[src/rtl/cpu_pkg.sv]
// Shared CPU definitions: default widths, forwarding selects and ALU opcodes.
// Used by the ID/EX stage and its operand forwarding muxes.
package cpu_pkg;

  localparam int DATA_WIDTH_DEF       = 32;
  localparam int ALU_CTRL_WIDTH_DEF   = 4;
  localparam int REG_ADDR_WIDTH_DEF   = 5;
  localparam int RESULT_SRC_WIDTH_DEF = 2;

  // Encoding 2'b11 is reserved and falls back to the register value.
  typedef enum logic [1:0] {
    FWD_REG = 2'b00,
    FWD_W   = 2'b01,
    FWD_M   = 2'b10
  } fwd_sel_t;

  localparam logic [3:0] ALU_ADD  = 4'b0000;
  localparam logic [3:0] ALU_SUB  = 4'b0001;
  localparam logic [3:0] ALU_SLL  = 4'b0010;
  localparam logic [3:0] ALU_SLT  = 4'b0011;
  localparam logic [3:0] ALU_SLTU = 4'b0100;
  localparam logic [3:0] ALU_XOR  = 4'b0101;
  localparam logic [3:0] ALU_SRL  = 4'b0110;
  localparam logic [3:0] ALU_SRA  = 4'b0111;
  localparam logic [3:0] ALU_OR   = 4'b1000;
  localparam logic [3:0] ALU_AND  = 4'b1001;

endpackage

[src/rtl/id_ex_stage_if.sv]
// Decode-side inputs and execute-side outputs of the ID/EX stage.
// master = decode/hazard side driving the stage, slave = the stage itself.
interface id_ex_stage_if #(
  parameter int DATA_WIDTH       = 32,
  parameter int ALU_CTRL_WIDTH   = 4,
  parameter int REG_ADDR_WIDTH   = 5,
  parameter int RESULT_SRC_WIDTH = 2
);

  logic                        StallE, FlushE;
  logic [DATA_WIDTH-1:0]       RD1D, RD2D, PCD, ImmExtD;
  logic [REG_ADDR_WIDTH-1:0]   Rs1D, Rs2D, RdD;
  logic [ALU_CTRL_WIDTH-1:0]   ALUControlD;
  logic                        ALUSrcAD, ALUSrcBD;
  logic                        RegWriteD, MemWriteD, BranchD, JumpD;
  logic [RESULT_SRC_WIDTH-1:0] ResultSrcD;
  logic [1:0]                  ForwardAE, ForwardBE;
  logic [DATA_WIDTH-1:0]       ALUResultM, ResultW;

  logic [DATA_WIDTH-1:0]       SrcAE, SrcBE, WriteDataE, PCE, ImmExtE;
  logic [ALU_CTRL_WIDTH-1:0]   ALUControlE;
  logic [REG_ADDR_WIDTH-1:0]   Rs1E, Rs2E, RdE;
  logic                        RegWriteE, MemWriteE, BranchE, JumpE;
  logic [RESULT_SRC_WIDTH-1:0] ResultSrcE;

  modport master (
    output StallE, FlushE, RD1D, RD2D, PCD, ImmExtD, Rs1D, Rs2D, RdD,
           ALUControlD, ALUSrcAD, ALUSrcBD, RegWriteD, MemWriteD, BranchD,
           JumpD, ResultSrcD, ForwardAE, ForwardBE, ALUResultM, ResultW,
    input  SrcAE, SrcBE, WriteDataE, PCE, ImmExtE, ALUControlE, Rs1E, Rs2E,
           RdE, RegWriteE, MemWriteE, BranchE, JumpE, ResultSrcE
  );

  modport slave (
    input  StallE, FlushE, RD1D, RD2D, PCD, ImmExtD, Rs1D, Rs2D, RdD,
           ALUControlD, ALUSrcAD, ALUSrcBD, RegWriteD, MemWriteD, BranchD,
           JumpD, ResultSrcD, ForwardAE, ForwardBE, ALUResultM, ResultW,
    output SrcAE, SrcBE, WriteDataE, PCE, ImmExtE, ALUControlE, Rs1E, Rs2E,
           RdE, RegWriteE, MemWriteE, BranchE, JumpE, ResultSrcE
  );

endinterface

[src/rtl/operand_fwd_mux.sv]
// 3:1 operand forwarding mux: register value, WB result or MEM ALU result.
module operand_fwd_mux
  import cpu_pkg::*;
#(
  parameter int DATA_WIDTH = DATA_WIDTH_DEF
) (
  input  logic [1:0]            sel,
  input  logic [DATA_WIDTH-1:0] reg_data,
  input  logic [DATA_WIDTH-1:0] result_w,
  input  logic [DATA_WIDTH-1:0] alu_result_m,
  output logic [DATA_WIDTH-1:0] fwd_data
);

  always_comb begin
    fwd_data = reg_data;
    case (fwd_sel_t'(sel))
      FWD_W:   fwd_data = result_w;
      FWD_M:   fwd_data = alu_result_m;
      default: fwd_data = reg_data;
    endcase
  end

endmodule

[src/rtl/id_ex_stage.sv]
// Decode-to-execute pipeline register with forwarding and ALU operand selection.
// Reset and flush both load a bubble; stall freezes the registers only.
module id_ex_stage
  import cpu_pkg::*;
#(
  parameter int DATA_WIDTH       = DATA_WIDTH_DEF,
  parameter int ALU_CTRL_WIDTH   = ALU_CTRL_WIDTH_DEF,
  parameter int REG_ADDR_WIDTH   = REG_ADDR_WIDTH_DEF,
  parameter int RESULT_SRC_WIDTH = RESULT_SRC_WIDTH_DEF
) (
  input  logic          clk,
  input  logic          rst,
  id_ex_stage_if.slave  bus
);

  logic [DATA_WIDTH-1:0]       rd1_reg, rd2_reg, pc_reg, imm_reg;
  logic [REG_ADDR_WIDTH-1:0]   rs1_reg, rs2_reg, rd_reg;
  logic [ALU_CTRL_WIDTH-1:0]   alu_ctrl_reg;
  logic                        alu_src_a_reg, alu_src_b_reg;
  logic                        reg_write_reg, mem_write_reg, branch_reg, jump_reg;
  logic [RESULT_SRC_WIDTH-1:0] result_src_reg;

  always_ff @(posedge clk) begin
    if (rst || bus.FlushE) begin
      rd1_reg        <= '0;
      rd2_reg        <= '0;
      pc_reg         <= '0;
      imm_reg        <= '0;
      rs1_reg        <= '0;
      rs2_reg        <= '0;
      rd_reg         <= '0;
      alu_ctrl_reg   <= ALU_CTRL_WIDTH'(ALU_ADD);
      alu_src_a_reg  <= 1'b0;
      alu_src_b_reg  <= 1'b0;
      reg_write_reg  <= 1'b0;
      mem_write_reg  <= 1'b0;
      branch_reg     <= 1'b0;
      jump_reg       <= 1'b0;
      result_src_reg <= '0;
    end else if (!bus.StallE) begin
      rd1_reg        <= bus.RD1D;
      rd2_reg        <= bus.RD2D;
      pc_reg         <= bus.PCD;
      imm_reg        <= bus.ImmExtD;
      rs1_reg        <= bus.Rs1D;
      rs2_reg        <= bus.Rs2D;
      rd_reg         <= bus.RdD;
      alu_ctrl_reg   <= bus.ALUControlD;
      alu_src_a_reg  <= bus.ALUSrcAD;
      alu_src_b_reg  <= bus.ALUSrcBD;
      // A write to x0 is dropped here so downstream never sees it.
      reg_write_reg  <= bus.RegWriteD && (bus.RdD != '0);
      mem_write_reg  <= bus.MemWriteD;
      branch_reg     <= bus.BranchD;
      jump_reg       <= bus.JumpD;
      result_src_reg <= bus.ResultSrcD;
    end
  end

  // Index 0 forwards operand A (rs1), index 1 forwards operand B (rs2).
  logic [1:0]            fwd_sel  [2];
  logic [DATA_WIDTH-1:0] reg_data [2];
  logic [DATA_WIDTH-1:0] fwd_data [2];

  assign fwd_sel[0]  = bus.ForwardAE;
  assign fwd_sel[1]  = bus.ForwardBE;
  assign reg_data[0] = rd1_reg;
  assign reg_data[1] = rd2_reg;

  genvar gi;
  generate
    for (gi = 0; gi < 2; gi++) begin : g_fwd
      operand_fwd_mux #(
        .DATA_WIDTH (DATA_WIDTH)
      ) u_mux (
        .sel          (fwd_sel[gi]),
        .reg_data     (reg_data[gi]),
        .result_w     (bus.ResultW),
        .alu_result_m (bus.ALUResultM),
        .fwd_data     (fwd_data[gi])
      );
    end
  endgenerate

  assign bus.SrcAE       = alu_src_a_reg ? pc_reg  : fwd_data[0];
  assign bus.SrcBE       = alu_src_b_reg ? imm_reg : fwd_data[1];
  assign bus.WriteDataE  = fwd_data[1];
  assign bus.PCE         = pc_reg;
  assign bus.ImmExtE     = imm_reg;
  assign bus.ALUControlE = alu_ctrl_reg;
  assign bus.Rs1E        = rs1_reg;
  assign bus.Rs2E        = rs2_reg;
  assign bus.RdE         = rd_reg;
  assign bus.RegWriteE   = reg_write_reg;
  assign bus.MemWriteE   = mem_write_reg;
  assign bus.BranchE     = branch_reg;
  assign bus.JumpE       = jump_reg;
  assign bus.ResultSrcE  = result_src_reg;

endmodule

[src/flat_wrapper.sv]
// flat-port wrapper written by rule: the top's interface ports become plain ports
module id_ex_stage_flat import cpu_pkg::*;
#(
  parameter int DATA_WIDTH       = DATA_WIDTH_DEF,
  parameter int ALU_CTRL_WIDTH   = ALU_CTRL_WIDTH_DEF,
  parameter int REG_ADDR_WIDTH   = REG_ADDR_WIDTH_DEF,
  parameter int RESULT_SRC_WIDTH = RESULT_SRC_WIDTH_DEF
)
  (clk, rst, bus_StallE, bus_FlushE, bus_RD1D, bus_RD2D, bus_PCD, bus_ImmExtD, bus_Rs1D, bus_Rs2D, bus_RdD, bus_ALUControlD, bus_ALUSrcAD, bus_ALUSrcBD, bus_RegWriteD, bus_MemWriteD, bus_BranchD, bus_JumpD, bus_ResultSrcD, bus_ForwardAE, bus_ForwardBE, bus_ALUResultM, bus_ResultW, bus_SrcAE, bus_SrcBE, bus_WriteDataE, bus_PCE, bus_ImmExtE, bus_ALUControlE, bus_Rs1E, bus_Rs2E, bus_RdE, bus_RegWriteE, bus_MemWriteE, bus_BranchE, bus_JumpE, bus_ResultSrcE);
  id_ex_stage_if #(.DATA_WIDTH(DATA_WIDTH), .ALU_CTRL_WIDTH(ALU_CTRL_WIDTH), .REG_ADDR_WIDTH(REG_ADDR_WIDTH), .RESULT_SRC_WIDTH(RESULT_SRC_WIDTH)) bus_i ();
  input  logic clk;
  input  logic rst;
  input wire logic [$bits(bus_i.StallE)-1:0] bus_StallE;
  input wire logic [$bits(bus_i.FlushE)-1:0] bus_FlushE;
  input wire logic [$bits(bus_i.RD1D)-1:0] bus_RD1D;
  input wire logic [$bits(bus_i.RD2D)-1:0] bus_RD2D;
  input wire logic [$bits(bus_i.PCD)-1:0] bus_PCD;
  input wire logic [$bits(bus_i.ImmExtD)-1:0] bus_ImmExtD;
  input wire logic [$bits(bus_i.Rs1D)-1:0] bus_Rs1D;
  input wire logic [$bits(bus_i.Rs2D)-1:0] bus_Rs2D;
  input wire logic [$bits(bus_i.RdD)-1:0] bus_RdD;
  input wire logic [$bits(bus_i.ALUControlD)-1:0] bus_ALUControlD;
  input wire logic [$bits(bus_i.ALUSrcAD)-1:0] bus_ALUSrcAD;
  input wire logic [$bits(bus_i.ALUSrcBD)-1:0] bus_ALUSrcBD;
  input wire logic [$bits(bus_i.RegWriteD)-1:0] bus_RegWriteD;
  input wire logic [$bits(bus_i.MemWriteD)-1:0] bus_MemWriteD;
  input wire logic [$bits(bus_i.BranchD)-1:0] bus_BranchD;
  input wire logic [$bits(bus_i.JumpD)-1:0] bus_JumpD;
  input wire logic [$bits(bus_i.ResultSrcD)-1:0] bus_ResultSrcD;
  input wire logic [$bits(bus_i.ForwardAE)-1:0] bus_ForwardAE;
  input wire logic [$bits(bus_i.ForwardBE)-1:0] bus_ForwardBE;
  input wire logic [$bits(bus_i.ALUResultM)-1:0] bus_ALUResultM;
  input wire logic [$bits(bus_i.ResultW)-1:0] bus_ResultW;
  output wire logic [$bits(bus_i.SrcAE)-1:0] bus_SrcAE;
  output wire logic [$bits(bus_i.SrcBE)-1:0] bus_SrcBE;
  output wire logic [$bits(bus_i.WriteDataE)-1:0] bus_WriteDataE;
  output wire logic [$bits(bus_i.PCE)-1:0] bus_PCE;
  output wire logic [$bits(bus_i.ImmExtE)-1:0] bus_ImmExtE;
  output wire logic [$bits(bus_i.ALUControlE)-1:0] bus_ALUControlE;
  output wire logic [$bits(bus_i.Rs1E)-1:0] bus_Rs1E;
  output wire logic [$bits(bus_i.Rs2E)-1:0] bus_Rs2E;
  output wire logic [$bits(bus_i.RdE)-1:0] bus_RdE;
  output wire logic [$bits(bus_i.RegWriteE)-1:0] bus_RegWriteE;
  output wire logic [$bits(bus_i.MemWriteE)-1:0] bus_MemWriteE;
  output wire logic [$bits(bus_i.BranchE)-1:0] bus_BranchE;
  output wire logic [$bits(bus_i.JumpE)-1:0] bus_JumpE;
  output wire logic [$bits(bus_i.ResultSrcE)-1:0] bus_ResultSrcE;
  assign bus_i.StallE = bus_StallE;
  assign bus_i.FlushE = bus_FlushE;
  assign bus_i.RD1D = bus_RD1D;
  assign bus_i.RD2D = bus_RD2D;
  assign bus_i.PCD = bus_PCD;
  assign bus_i.ImmExtD = bus_ImmExtD;
  assign bus_i.Rs1D = bus_Rs1D;
  assign bus_i.Rs2D = bus_Rs2D;
  assign bus_i.RdD = bus_RdD;
  assign bus_i.ALUControlD = bus_ALUControlD;
  assign bus_i.ALUSrcAD = bus_ALUSrcAD;
  assign bus_i.ALUSrcBD = bus_ALUSrcBD;
  assign bus_i.RegWriteD = bus_RegWriteD;
  assign bus_i.MemWriteD = bus_MemWriteD;
  assign bus_i.BranchD = bus_BranchD;
  assign bus_i.JumpD = bus_JumpD;
  assign bus_i.ResultSrcD = bus_ResultSrcD;
  assign bus_i.ForwardAE = bus_ForwardAE;
  assign bus_i.ForwardBE = bus_ForwardBE;
  assign bus_i.ALUResultM = bus_ALUResultM;
  assign bus_i.ResultW = bus_ResultW;
  assign bus_SrcAE = bus_i.SrcAE;
  assign bus_SrcBE = bus_i.SrcBE;
  assign bus_WriteDataE = bus_i.WriteDataE;
  assign bus_PCE = bus_i.PCE;
  assign bus_ImmExtE = bus_i.ImmExtE;
  assign bus_ALUControlE = bus_i.ALUControlE;
  assign bus_Rs1E = bus_i.Rs1E;
  assign bus_Rs2E = bus_i.Rs2E;
  assign bus_RdE = bus_i.RdE;
  assign bus_RegWriteE = bus_i.RegWriteE;
  assign bus_MemWriteE = bus_i.MemWriteE;
  assign bus_BranchE = bus_i.BranchE;
  assign bus_JumpE = bus_i.JumpE;
  assign bus_ResultSrcE = bus_i.ResultSrcE;
  id_ex_stage #(.DATA_WIDTH(DATA_WIDTH), .ALU_CTRL_WIDTH(ALU_CTRL_WIDTH), .REG_ADDR_WIDTH(REG_ADDR_WIDTH), .RESULT_SRC_WIDTH(RESULT_SRC_WIDTH)) u_core (.clk(clk), .rst(rst), .bus(bus_i));
endmodule
[config.mk]
export PLATFORM = sky130hd
export DESIGN_NAME = id_ex_stage_flat
export DESIGN_NICKNAME = d
export VERILOG_FILES = /design/src/rtl/cpu_pkg.sv /design/src/rtl/id_ex_stage_if.sv /design/src/rtl/operand_fwd_mux.sv /design/src/rtl/id_ex_stage.sv /design/src/flat_wrapper.sv
export SDC_FILE = /design/constraint.sdc
export NUM_CORES = 1
export LEC_CHECK = 0
export CORE_AREA = 3 3 161 163
export CTS_CLUSTER_DIAMETER = 40
export DETAILED_ROUTE_END_ITERATION = 8
export DIE_AREA = 0 0 164 166
export PLACE_DENSITY_LB_ADDON = 0.15
export SLEW_MARGIN = 20
export SYNTH_ARGS = -nofsm -noshare
export SYNTH_HDL_FRONTEND = slang
export SYNTH_SLANG_ARGS = --single-unit
[constraint.sdc]
create_clock -name clk -period 1.5 [get_ports clk]
set_clock_uncertainty 0.15 [all_clocks]
set_input_delay 0.15 -clock clk [delete_from_list [all_inputs] [get_ports clk]]
set_output_delay 0.15 -clock clk [all_outputs]
set_load 0.1 [all_outputs]
==> results of run 1 <==
-- power groups by stage --
stage	combinational, mW	sequential (mW)	clock [mW]
finish	7.30	4.41	4.40
global placement	6.78	4.48	0
detailed placement	6.82	4.49	0
global route	7.52	4.43	4.70
CTS	7.16	4.40	4.49
floorplan	3.53	4.99	0
-- worst max-delay path: stages --
cell       delay [ns]
buf_8            0.10
inv_8            0.03
ha_4             0.24
bufbuf_16        0.29
buf_4            0.14
nor2b_4          0.13
o31ai_4          0.29
buf_12           0.21
-- final cells by class --
| class | count | area share [%] |
|---|---|---|
| repair buffers | 550 | 44.8 |
| multi-input cells | 574 | 31.8 |
| flip-flops and latches | 155 | 17.6 |
| clock buffers | 17 | 2.41 |
| well taps | 324 | 2.30 |
| clock inverters | 15 | 0.879 |
| inverters | 4 | 0.213 |
| diodes | 3 | 0.0425 |
-- cells in the mapped netlist, types with 3 or more instances --
master	instances
dfxtp_1	155
mux2i_1	154
nor2_1	154
nand2_1	65
buf_2	36
nor2b_1	33
a221oi_1	32
mux2_2	32
o31ai_1	32
o21ai_2	30
a22oi_2	23
buf_4	22
clkbuf_1	10
a22oi_1	9
ha_1	4
inv_1	4
buf_6	3
-- cells by family (layout without fill, tap and decap cells) --
| family | after synthesis | count (layout) | synth area share, % |
|---|---|---|---|
| and+or+nand+nor | 254 | 254 | 13.6 |
| muxes | 186 | 186 | 24.7 |
| DFF | 155 | 155 | 40.4 |
| AOI/OAI and AO/OA | 130 | 130 | 15.1 |
| buffers and inverters | 75 | 586 | 5.62 |
| adders and majority gates | 4 | 4 | 0.651 |
| other | 0 | 3 | 0 |
-- timing repair --
action                     CTS  global route
resized for setup          111            75
buffers inserted            13            10
pin swaps                   25            42
hold endpoints to repair     0             0
cloned                       7             9
setup endpoints to repair   96            96
-- metal layers --
layer  wire length (um)  part of all wire [%]
met1              14100                    39
met2              18700                    52
met3               2190                   6.1
met4                794                   2.2
met5                 13                 0.036
-- worst paths after layout --
path / start / cells past startpoint / end / slack [ns]
setup / recovery: bus_ForwardAE[0] / 8 / bus_SrcAE[5] / -0.39
hold / removal: bus_StallE / 3 / u_core.bus.RegWriteE$_SDFFE_PP0N_ / 0.03
setup reg to reg: u_core.alu_src_b_reg$_SDFFE_PP0N_ / 3 / u_core.alu_src_b_reg$_SDFFE_PP0N_ / 0.45
hold reg to reg: u_core.rd2_reg[2]$_SDFFE_PP0N_ / 2 / u_core.rd2_reg[2]$_SDFFE_PP0N_ / 0.35
==> key figures, run 1 <==
Pwr
  – Net Switching: 6.28 mW
  – Total power: 16.1 mW
  – Power share of the sequential group: 27.4%
  – Comb pwr share: 45.3%
  – Power share of the clock group: 27.3%
  – Maximum VDD drop: 605 uV
  – Leakage: 7.43 nW
  – P_int: 9.83 mW
  – Power Density: 913 nW/um^2
  – Sw Share: 39.0%

Floorplan
  – DIE AREA: 27200 um^2
  – Die outline width: 164 um
  – Core ar.: 24500 um^2
  – Initial Util: 31.4%
  – Boundary Pins: 412
  – FP Rows: 57
  – Die Ht: 166 um

GRT
  – GRT Max-Usage Layer: met2
  – Met2 usage: 45.1%
  – GRT Total Usage: 25.2%
  – First-pass GRT wire length: 52100 um
  – Largest net degree at the start of global routing: 61
  – Vias in the first global route: 8435
  – GR Util met3: 7.31%
  – Met1 Resource Use GR: 28.9%
  – GR Overflow Total: 0
  – Initial antenna violation count: 4

Layout
  – Non-filler instance count after layout: 1642
  – FILL cells: 1679
  – Reg area: 3110 um^2
  – Finished Cell Area: 17700 um^2
  – Commonest non-fill, non-tap cell in the layout: buf_12
  – Area grow syn2layout: 130%
  – Nets@finish: 1533
  – Multi-input gate area: 5600 um^2
  – Post-layout utilization of the core: 72.2%
  – Commonest cells after routing, fill and taps aside: buf_12, clkdlybuf4s50_1, mux2i_1, nor2_1, dfxtp_1
  – Share of cells above drive strength 1: 44.5%

Detailed routing
  – Drt drc: 0
  – Final ANT Viol Nets: 0
  – Vias per cell: 4.92
  – DR pass1 iterations: 4
  – Routed wire per std cell: 21.8 um
  – Final WL: 35700 um
  – Detailed Route Iter0 Violations: 330
  – DR vias: 8085

Run status
  – Failing checks: negative setup slack
  – Outcome: finished, violations left

Synth
  – Yosys reg bits: 155
  – Syn avg cell area: 9.56 um^2
  – Post-Synthesis Cells: 804
  – Total of warnings raised by yosys: 0
  – Synth unique cells: 22
  – Syn nets: 1035
  – Area contributors post-synth: dfxtp_1, mux2i_1, nor2_1, mux2_2, a22oi_2
  – Main flop type after synthesis: dfxtp_1
  – Ys async rst share: 0%
  – Seq/Total Area, Yosys: 40.4%
  – Netlist Area Pre-Place: 7690 um^2
  – EDFF count, synth: 0
  – Share of the synthesized area in the top cell type: 40.4%
  – Area leader, netlist: dfxtp_1

Placement
  – Post-DP HPWL: 25400 um
  – Buffers on Ports: 411
  – Placer Congestion: 0.834
  – DP Area: 16000 um^2
  – Placed cell count: 1581
  – DP Worst Slack: -0.851 ns

Clock network
  – Skew-Pair Late Insertion Delay: 0.43 ns
  – Hold_buf cts: 0
  – CTS Sinks: 155
  – TritonCTS buffer count: 17
  – Worst-case clock buffer depth: 2
  – H-tree Lvls: 4
  – CTS tree: built
  – Root buf cell: clkbuf_16
  – Clock-pin slew on the worst setup and hold paths: 0.06 ns

STA
  – Setup TNS: -25.45 ns
  – Final hold slack: 0.0343 ns
  – Final min period: 1.89 ns
  – Fin crit share: 126%
  – Max Clock Freq: 529 MHz
  – Max-slew violations: 0
  – Slew margin rel.: 72.1%
  – Setup ws final: -0.391 ns
  – Final hold violation count: 0
  – Unrepaired setup endpoints after global routing: true
  – Worst Max-Slew Pin Slew: 0.418 ns
  – Final setup fails: 96

Worst setup path
  – Critical-path maximum fanout: 13
  – Worst path arrival time: 1.59 ns
  – Crit path capture type: output pin
  – Worst path required time: 1.20 ns
  – Kind of critical path: input pin to output pin
  – Startpoint types: input pin

Hold path
  – Hold Path Class: input pin to register

Job
  – Max Cap Viol: 0
Power figures use the tool's default switching activity.
==> run 2: changes to the inputs <==
--- a/config.mk
+++ b/config.mk
@@ -5,12 +5,13 @@
 export SDC_FILE = /design/constraint.sdc
 export NUM_CORES = 1
 export LEC_CHECK = 0
-export CORE_AREA = 3 3 161 163
+export CORE_AREA = 3 3 160 162
 export CTS_CLUSTER_DIAMETER = 40
 export DETAILED_ROUTE_END_ITERATION = 8
-export DIE_AREA = 0 0 164 166
+export DIE_AREA = 0 0 163 165
 export PLACE_DENSITY_LB_ADDON = 0.15
 export SLEW_MARGIN = 20
 export SYNTH_ARGS = -nofsm -noshare
 export SYNTH_HDL_FRONTEND = slang
+export SYNTH_HIERARCHICAL = 1
 export SYNTH_SLANG_ARGS = --single-unit
==> run 2 against run 1 <==
Against the previous run: total power decreased by 5.8%; the flow still finishes with violations (negative setup slack); register-to-register slack gained 0.08 ns; cell count is 2.4% lower; combinational power fell by 15%; synthesized cell count is 0.37% lower; setup slack better by 0.064 ns.
==> key figures, run 2 <==
STA
  – Final hold slack: 0.177 ns (was 0.0343 ns)
  – Worst Max-Slew Pin Slew: 0.320 ns (was 0.418 ns)
  – Slew margin rel.: 78.6% (was 72.1%)
  – Final setup fails: 96 (unchanged)
  – Setup TNS: -23.52 ns (was -25.45 ns)
  – Fin crit share: 122% (was 126%)
  – Max-slew violations: 0 (unchanged)
  – Final hold violation count: 0 (unchanged)
  – Unrepaired setup endpoints after global routing: true (unchanged)
  – Final min period: 1.83 ns (was 1.89 ns)
  – Max Clock Freq: 547 MHz (was 529 MHz)
  – Setup ws final: -0.327 ns (was -0.391 ns)

GRT
  – Largest net degree at the start of global routing: 63 (was 61)
  – Initial antenna violation count: 2 (was 4)
  – Vias in the first global route: 8282 (was 8435)
  – GRT Total Usage: 25.0% (was 25.2%)
  – First-pass GRT wire length: 50600 um (was 52100 um)
  – GR Overflow Total: 0 (unchanged)

Synth
  – Total of warnings raised by yosys: 6 (was 0)
  – Synth top cells by count: dfxtp_1, mux2i_1, nor2_1 (unchanged)
  – Seq/Total Area, Yosys: 40.5% (was 40.4%)
  – EDFF count, synth: 0 (unchanged)
  – Synth unique cells: 19 (was 22)
  – Post-Synthesis Cells: 801 (was 804)
  – Area contributors post-synth: dfxtp_1, mux2i_1, mux2_2, nor2_1, a22oi_1 (was dfxtp_1, mux2i_1, nor2_1, mux2_2, a22oi_2)
  – Cell with the most instances after synthesis: dfxtp_1 (unchanged)
  – Share of the synthesized area in the top cell type: 40.5% (was 40.4%)
  – Netlist Area Pre-Place: 7670 um^2 (was 7690 um^2)
  – Syn avg cell area: 9.57 um^2 (was 9.56 um^2)
  – Main flop type after synthesis: dfxtp_1 (unchanged)
  – Ys async rst share: 0% (unchanged)
  – Syn nets: 1032 (was 1035)
  – Yosys reg bits: 155 (unchanged)
  – Area leader, netlist: dfxtp_1 (unchanged)

Worst setup path
  – Startpoint types: register (was input pin)
  – Worst-path cell chain: buf_12 -> mux2_4 -> buf_12 (was buf_8 -> inv_8 -> ha_4 -> bufbuf_16 -> buf_4 -> nor2b_4 -> o31ai_4 -> buf_12)
  – Worst path top cell family by delay: flip-flops (was buffers and inverters)
  – R2R depth: 3 (unchanged)
  – Crit-path slowest cell: dfxtp_4 (was bufbuf_16)
  – Worst path required time: 1.20 ns (about the same)
  – Crit Reg-Reg Endpoint: u_core/alu_src_a_reg$_SDFFE_PP0N_ (was u_core.alu_src_b_reg$_SDFFE_PP0N_)
  – Reg2reg setup slack: 0.53 ns (was 0.45 ns)
  – Worst Path Buf+Inv: 2 (was 5)
  – Kind of critical path: register to output pin (was input pin to output pin)
  – Reg2reg start: u_core/alu_src_a_reg$_SDFFE_PP0N_ (was u_core.alu_src_b_reg$_SDFFE_PP0N_)
  – Top cell by count, worst path: buf_12
  – Largest stage delay, worst path: 0.37 ns (was 0.29 ns)
  – Worst path arrival time: 1.53 ns (was 1.59 ns)
  – Critical-path maximum fanout: 16 (was 13)
  – Crit path capture type: output pin (unchanged)

Layout
  – Commonest non-fill, non-tap cell in the layout: buf_12 (unchanged)
  – FILL cells: 1753 (was 1679)
  – Reg area: 3150 um^2 (was 3110 um^2)
  – Area grow syn2layout: 120% (was 130%)
  – Post-layout utilization of the core: 69.5% (was 72.2%)
  – Non-filler instance count after layout: 1603 (was 1642)
  – Share of cells above drive strength 1: 43.1% (was 44.5%)
  – Commonest cells after routing, fill and taps aside: buf_12, clkdlybuf4s50_1, mux2i_1, nor2_1, dfxtp_1 (unchanged)
  – Nets@finish: 1495 (was 1533)
  – Multi-input gate area: 5130 um^2 (was 5600 um^2)

Clock network
  – CTS tree: built (unchanged)
  – Clock-pin slew on the worst setup and hold paths: 0.07 ns (was 0.06 ns)
  – CTS Sinks: 155 (unchanged)
  – TritonCTS buffer count: 17 (unchanged)
  – Root buf cell: clkbuf_16 (unchanged)
  – Worst-case clock buffer depth: 2 (unchanged)
  – H-tree Lvls: 4 (unchanged)
  – Skew-Pair Late Insertion Delay: 0.41 ns (was 0.43 ns)

Floorplan
  – DIE AREA: 26900 um^2 (was 27200 um^2)
  – Die outline width: 163 um (was 164 um)
  – Core ar.: 24200 um^2 (was 24500 um^2)
  – Die Ht: 165 um (was 166 um)
  – Boundary Pins: 412 (unchanged)
  – Initial Util: 31.6% (was 31.4%)
  – FP Rows: 57 (unchanged)

Pwr
  – Power Density: 901 nW/um^2 (was 913 nW/um^2)
  – Leakage: 6.94 nW (was 7.43 nW)
  – Maximum VDD drop: 618 uV (was 605 uV)

Run status
  – Outcome: finished, violations left (unchanged)
  – Failing checks: negative setup slack (unchanged)

Detailed routing
  – DR vias: 7912 (was 8085)
  – Vias per cell: 4.94 (was 4.92)
  – DR pass1 iterations: 5 (was 4)
  – Final ANT Viol Nets: 0 (unchanged)
  – Routed wire per std cell: 21.8 um (about the same)
  – Final WL: 34900 um (was 35700 um)
  – Drt drc: 0 (unchanged)
  – Detailed Route Iter0 Violations: 419 (was 330)

Job
  – Max Cap Viol: 0 (unchanged)

Placement
  – Buffers on Ports: 411 (unchanged)
  – Placed cell count: 1544 (was 1581)
  – DP Worst Slack: -0.803 ns (was -0.851 ns)
  – Post-DP HPWL: 24600 um (was 25400 um)
  – Placer Congestion: 0.839 (was 0.834)

Hold path
  – Min-Delay Endpoint: u_core/bus.PCE[30]$_SDFFE_PP0N_ (was u_core.bus.RegWriteE$_SDFFE_PP0N_)
  – Hold Path Class: input pin to register (unchanged)
  – Hold path start: bus_PCD[30] (was bus_StallE)
  – Hold path depth: 3 (unchanged)
-- run 2: worst max path at each step --
| stage | startpoint | end | cells after the start | slack, ns |
|---|---|---|---|---|
| finish | u_core/alu_src_a_reg$_SDFFE_PP0N_ | bus_SrcAE[8] | 3 | -0.33 |
| global route | u_core/alu_src_a_reg$_SDFFE_PP0N_ | bus_SrcAE[8] | 3 | -0.37 |
| CTS | u_core/alu_src_a_reg$_SDFFE_PP0N_ | bus_SrcAE[8] | 3 | -0.35 |
| detailed placement | bus_ForwardBE[0] | bus_SrcBE[24] | 7 | -0.80 |
| global placement | bus_ForwardBE[0] | bus_SrcBE[6] | 7 | -0.77 |
| floorplan | bus_ForwardBE[1] | bus_SrcBE[10] | 5 | -0.52 |
-- run 2: per-layer routing --
metal  vias up  track usage [%]  routed length [um]
met5         -                0                   0
met4         0             10.0                1190
met3        67             7.27                2750
met2       346             44.6               17800
met1      3780             28.0               13200
li1       3719                -                   -
-- run 2: kinds of logic after synthesis --
logic type,count (synthesis),share of synthesized area (%)
AO/OA/AOI/OAI,130,10.6
adder cells (fa/ha/maj),4,0.653
buffers and inverters,72,7.80
flip-flops,155,40.5
multiplexers,218,29.5
AND/OR/NAND/NOR,222,11.0
-- run 2: layout make-up --
type                       count  area share (%)
antenna                        2          0.0297
clock buffer                  20            2.65
tap                          324            2.41
clock inverter                12           0.958
multi-input combinational    574            30.5
inverter                       4           0.104
sequential                   155            18.7
timing repair buffer         512            44.7
-- run 2: through the flow --
step	total power, mW	instance area, um^2
after global routing	15.6	16800
after floorplan	7.85	8470
after global placement	10.1	15100
final	15.2	16800
after CTS	15.3	16800
after detailed placement	10.2	15100
-- run 2: worst register-to-register path, stage by stage, from the launching register on --
cell and delay [ns]:
dfxtp_4 0.36, buf_12 0.16, mux2i_1 0.14, nor2_1 0.05
-- run 2: what timing repair did --
item,4_1_cts,5_1_grt
setup endpoints to repair,96,96
endpoints found under the hold margin,4,0
buffers inserted,15,1
pin swaps,12,12
resized for setup,178,13
hold buffers,1,0
cloned,8,1
-- run 2: power breakdown --
| group | internal (mW) | switching [mW] |
|---|---|---|
| registers | 4.26 | 0.149 |
| logic | 2.72 | 3.50 |
| clock network | 2.69 | 1.86 |
| total | 9.67 | 5.50 |
